[config.mk]
export PLATFORM = sky130hd
export DESIGN_NAME = vsqrt_seq
export DESIGN_NICKNAME = d
export VERILOG_FILES = /design/src/rtl/vector_pkg.sv /design/src/rtl/vsqrt_seq.sv
export SDC_FILE = /design/constraint.sdc
export NUM_CORES = 1
export LEC_CHECK = 0
export BUFFER_PORTS_ARGS = -buffer_cell sky130_fd_sc_hd__buf_2
export CAP_MARGIN = 20
export CORE_MARGIN = 2
export CORE_UTILIZATION = 45
export CTS_BUF_LIST = sky130_fd_sc_hd__clkbuf_8
export DETAILED_ROUTE_END_ITERATION = 16
export PLACE_DENSITY = 0.74
export SETUP_SLACK_MARGIN = 0.1
export SYNTH_ARGS = -nofsm -noshare
export SYNTH_HDL_FRONTEND = slang
export SYNTH_SLANG_ARGS = --single-unit
[constraint.sdc]
create_clock -name CLK -period 9.7 [get_ports CLK]
set_input_delay 1.94 -clock CLK [delete_from_list [all_inputs] [get_ports CLK]]
set_output_delay 1.94 -clock CLK [all_outputs]
set_load 0.1 [all_outputs]
[src/rtl/vector_pkg.sv]
// rtl/vector_pkg.sv - shared vector datapath types and FP16 helpers
package vector_pkg;

  typedef logic [15:0] fp16_t;

  localparam int VSQ_LANES = 8;

  typedef enum logic [1:0] {
    IDLE,
    ISSUE,
    WAIT,
    DONE
  } vsqrt_seq_state_t;

  function automatic logic fp16_is_nan(input fp16_t x);
    return (x[14:10] == 5'h1F) && (x[9:0] != 10'd0);
  endfunction

endpackage

[src/rtl/vsqrt_seq.sv]
// rtl/vsqrt_seq.sv - serialises masked FP16 vector lanes through a scalar sqrt unit
module vsqrt_seq
  import vector_pkg::*;
#(
  parameter int LANES = VSQ_LANES,
  parameter int IDX_W = $clog2(LANES)
) (
  input  logic                  CLK,
  input  logic                  RST,
  input  logic                  in_valid,
  output logic                  in_ready,
  input  logic [LANES*16-1:0]   in_vec,
  input  logic [LANES-1:0]      in_mask,
  output logic                  out_valid,
  input  logic                  out_ready,
  output logic [LANES*16-1:0]   out_vec,
  output logic [LANES-1:0]      out_nan,
  output logic                  sq_valid_in,
  input  logic                  sq_ready,
  output logic [15:0]           sq_data_in,
  input  logic                  sq_valid_out,
  input  logic [15:0]           sq_data_out
);

  vsqrt_seq_state_t      state_q, state_d;
  logic [IDX_W-1:0]      idx_q, idx_d;
  logic [LANES*16-1:0]   buf_q, buf_d;
  logic [LANES-1:0]      mask_q, mask_d;
  logic [LANES-1:0]      nan_q, nan_d;
  logic                  in_ready_q, in_ready_d;
  logic                  out_valid_q, out_valid_d;

  fp16_t                 cur_lane;
  logic                  last_lane;
  logic                  issue_fire;

  assign cur_lane   = buf_q[16*idx_q +: 16];
  assign last_lane  = (idx_q == IDX_W'(LANES - 1));
  // Issue depends on the live sq_ready, so it cannot be a registered output.
  assign issue_fire = (state_q == ISSUE) && mask_q[idx_q] && sq_ready;

  assign sq_valid_in = issue_fire;
  assign sq_data_in  = issue_fire ? cur_lane : 16'h0000;
  assign in_ready    = in_ready_q;
  assign out_valid   = out_valid_q;
  assign out_vec     = buf_q;
  assign out_nan     = nan_q;

  always_comb begin
    state_d     = state_q;
    idx_d       = idx_q;
    buf_d       = buf_q;
    mask_d      = mask_q;
    nan_d       = nan_q;
    in_ready_d  = in_ready_q;
    out_valid_d = out_valid_q;

    case (state_q)
      IDLE: begin
        if (in_valid) begin
          buf_d      = in_vec;
          mask_d     = in_mask;
          nan_d      = '0;
          idx_d      = '0;
          in_ready_d = 1'b0;
          state_d    = ISSUE;
        end
      end

      ISSUE: begin
        if (!mask_q[idx_q]) begin
          if (last_lane) begin
            state_d     = DONE;
            out_valid_d = 1'b1;
          end else begin
            idx_d = idx_q + 1'b1;
          end
        end else if (sq_ready) begin
          state_d = WAIT;
        end
      end

      WAIT: begin
        if (sq_valid_out) begin
          buf_d[16*idx_q +: 16] = sq_data_out;
          nan_d[idx_q]          = fp16_is_nan(sq_data_out);
          if (last_lane) begin
            state_d     = DONE;
            out_valid_d = 1'b1;
          end else begin
            idx_d   = idx_q + 1'b1;
            state_d = ISSUE;
          end
        end
      end

      DONE: begin
        if (out_ready) begin
          state_d     = IDLE;
          out_valid_d = 1'b0;
          in_ready_d  = 1'b1;
        end
      end

      default: begin
        state_d     = IDLE;
        out_valid_d = 1'b0;
        in_ready_d  = 1'b1;
      end
    endcase
  end

  always_ff @(posedge CLK or posedge RST) begin
    if (RST) begin
      state_q     <= IDLE;
      idx_q       <= '0;
      buf_q       <= '0;
      mask_q      <= '0;
      nan_q       <= '0;
      in_ready_q  <= 1'b1;
      out_valid_q <= 1'b0;
    end else begin
      state_q     <= state_d;
      idx_q       <= idx_d;
      buf_q       <= buf_d;
      mask_q      <= mask_d;
      nan_q       <= nan_d;
      in_ready_q  <= in_ready_d;
      out_valid_q <= out_valid_d;
    end
  end

endmodule

==> reports/summary.txt <==
nets: 1,304
TritonCTS clock tree: yes
gr ovfl total: 0
Mapped Nets: 1,035
Hold Buf Count CTS: 0
Post-synth EDFFs: 0
total die area: 19,400 um2
total clock sinks: 151
WL final: 34,600 um
pre-CTS setup slack: 4.09 ns
GRT Util Overall: 35.0%
minimum clock period: 5.70 ns
share of cells above drive strength 1: 34.7%
actual slew at the worst max-slew pin: 1.18 ns
Ports: 313
drt initial violations: 901
Syn-to-layout area delta: 25.4%
FFs w/ async S/R, synth: 100%
fillcell total: 1,661
post-synthesis register bit count: 151
Slew Limit Fails: 0
H-tree depth: 4
Synth Area per Inst: 9.50 um2
Syn Inst Count: 865
sequential area share after synthesis: 46.0%
Synth area leader: dfrtp_1
most used flip-flop cell after synthesis: dfrtp_1
vias in the first global route: 8,163
Die Wd: 139 um
Vias: 8,753
Initial DRT Pass Iterations: 5
Resized Gates After CTS: 0
clk root buf: clkbuf_8
# DRC: 0
drt wl/cell: 25.1 um
CTS Buf Count: 17
Post-Syn Area: 8220 um2
worst-skew pair later-pin latency: 0.48 ns
largest net degree at the start of global routing: 92
Crit path required time: 7.76 ns
Setup-failing EPs final: 0
Max-cap violations: 0
routability cong.: 0.981
Final Cycle Share: 58.7%
final setup TNS: 0 ns
CP arrival: 3.76 ns
initial antenna violation count: 3
Worst Skew: 0.0147 ns
Detailed Place HPWL: 25,700 um
Starting Density: 45.8%
CORE AREA: 18,000 um2
PortBufs: 312
setup ws final: 4.00 ns
hold slack: 0.510 ns
most common cell in the netlist: dfrtp_1
RSZ-0062 raised after global routing: false
fmax: 176 MHz
Routed Antenna Nets: 0
vias per cell: 6.35
Startpoint Class: input pin
Unique masters post-synth: 59
std cell rows: 49
Post-synth top cells: 150 x dfrtp_1, 115 x nand2_1, 108 x o21ai_0
status: completed
Crit. End Element: output port
final hold viol count: 0
Rel. slew slack: 21.1%
Synth Warn #: 0
Post-CTS Setup Inserts: 0
crit-path max FO: 17
clock-pin slew on the worst setup and hold paths: 0.08 ns
ranking of synthesized cells by area: dfrtp_1 46%, o21ai_0 6.6%, nand2_1 5.3%
Hold WC Path Type: reg -> reg
clk buf depth: 2
Die H: 139 um
Crit Path Category: in -> out
first-pass GRT wire length: 51,300 um
Yosys top cell area share: 45.7%
## state kept, by name, summed over array words and instances (netlist names)
signal / count
idx_q: 3
out_vec: 128
state_q: 2
in_ready: 1
out_nan: 8
mask_q: 8
out_valid: 1
## through the flow
step                instances  utilization (%)  area (um2)
CTS                      1375             57.4       10300
global route             1378             57.4       10300
global placement         1344             54.7        9820
finish                   1378             57.4       10300
floorplan                 865                -        8220
detailed placement       1344             54.7        9820
## layout by cell type, fill, tap and decap left out, types with 17 or more instances in the layout
cell	instances
nor4_1	32
clkbuf_8	17
a22oi_1	47
nand2_1	115
nor2b_1	19
a21oi_1	38
buf_2	312
mux2_2	18
o22ai_1	34
dfrtp_1	150
nand2b_1	19
o21ai_0	108
nor2_1	23
a2bb2oi_1	40
## final timing paths
check / start / to / slack, ns / cells after the start
worst min-delay path: mask_q[0]$_DFFE_PP0P_ / mask_q[0]$_DFFE_PP0P_ / 0.51 / 1
worst max-delay path: sq_ready / sq_data_in[11] / 4.00 / 4
min in group asynchronous: RST / out_nan[0]$_DFFE_PP0P_ / 1.63 / 2
max in group asynchronous: RST / out_vec[70]$_DFFE_PP0P_ / 6.75 / 3
worst max register to register: idx_q[0]$_DFFE_PP0P_ / out_vec[76]$_DFFE_PP0P_ / 5.74 / 7
worst min register to register: mask_q[0]$_DFFE_PP0P_ / mask_q[0]$_DFFE_PP0P_ / 0.51 / 1
## kinds of logic (layout without fill, tap and decap cells)
family | count (synthesis) | count (layout) | synth area share (%)
compound gates | 352 | 352 | 29.1
mux | 31 | 31 | 4.54
flops | 151 | 151 | 46.0
simple gates | 240 | 240 | 14.3
buf+inv | 79 | 360 | 4.31
other cells | 0 | 3 | 0
fa+ha+maj | 12 | 12 | 1.83
## critical path, stage by stage
cell,delay (ns)
buf_2,0.12
nand3_2,0.38
nor4_1,0.75
buf_2,0.55
## layer usage
metal | global-route usage [%] | vias to the layer above | part of all wire [%]
met5 | 0 | - | 0
met4 | 12.3 | 0 | 3.0
met3 | 9.53 | 64 | 12
met2 | 51.1 | 614 | 44
met1 | 50.1 | 4268 | 42
li1 | - | 3807 | -
## cell type report
| class | instances | area [um2] | area share (%) |
|---|---|---|---|
| clock buffer | 17 | 234 | 2.27 |
| timing repair buffer | 321 | 1630 | 15.8 |
| clock inverter | 14 | 246 | 2.39 |
| sequential | 151 | 3780 | 36.7 |
| multi-input combinational | 635 | 4090 | 39.7 |
| tap | 229 | 287 | 2.78 |
| antenna | 3 | 7.51 | 0.0728 |
| inverter | 8 | 37.5 | 0.364 |
Power is not shown: default switching activity piles up to over one toggle a cycle in this logic, so the estimate is an artifact.
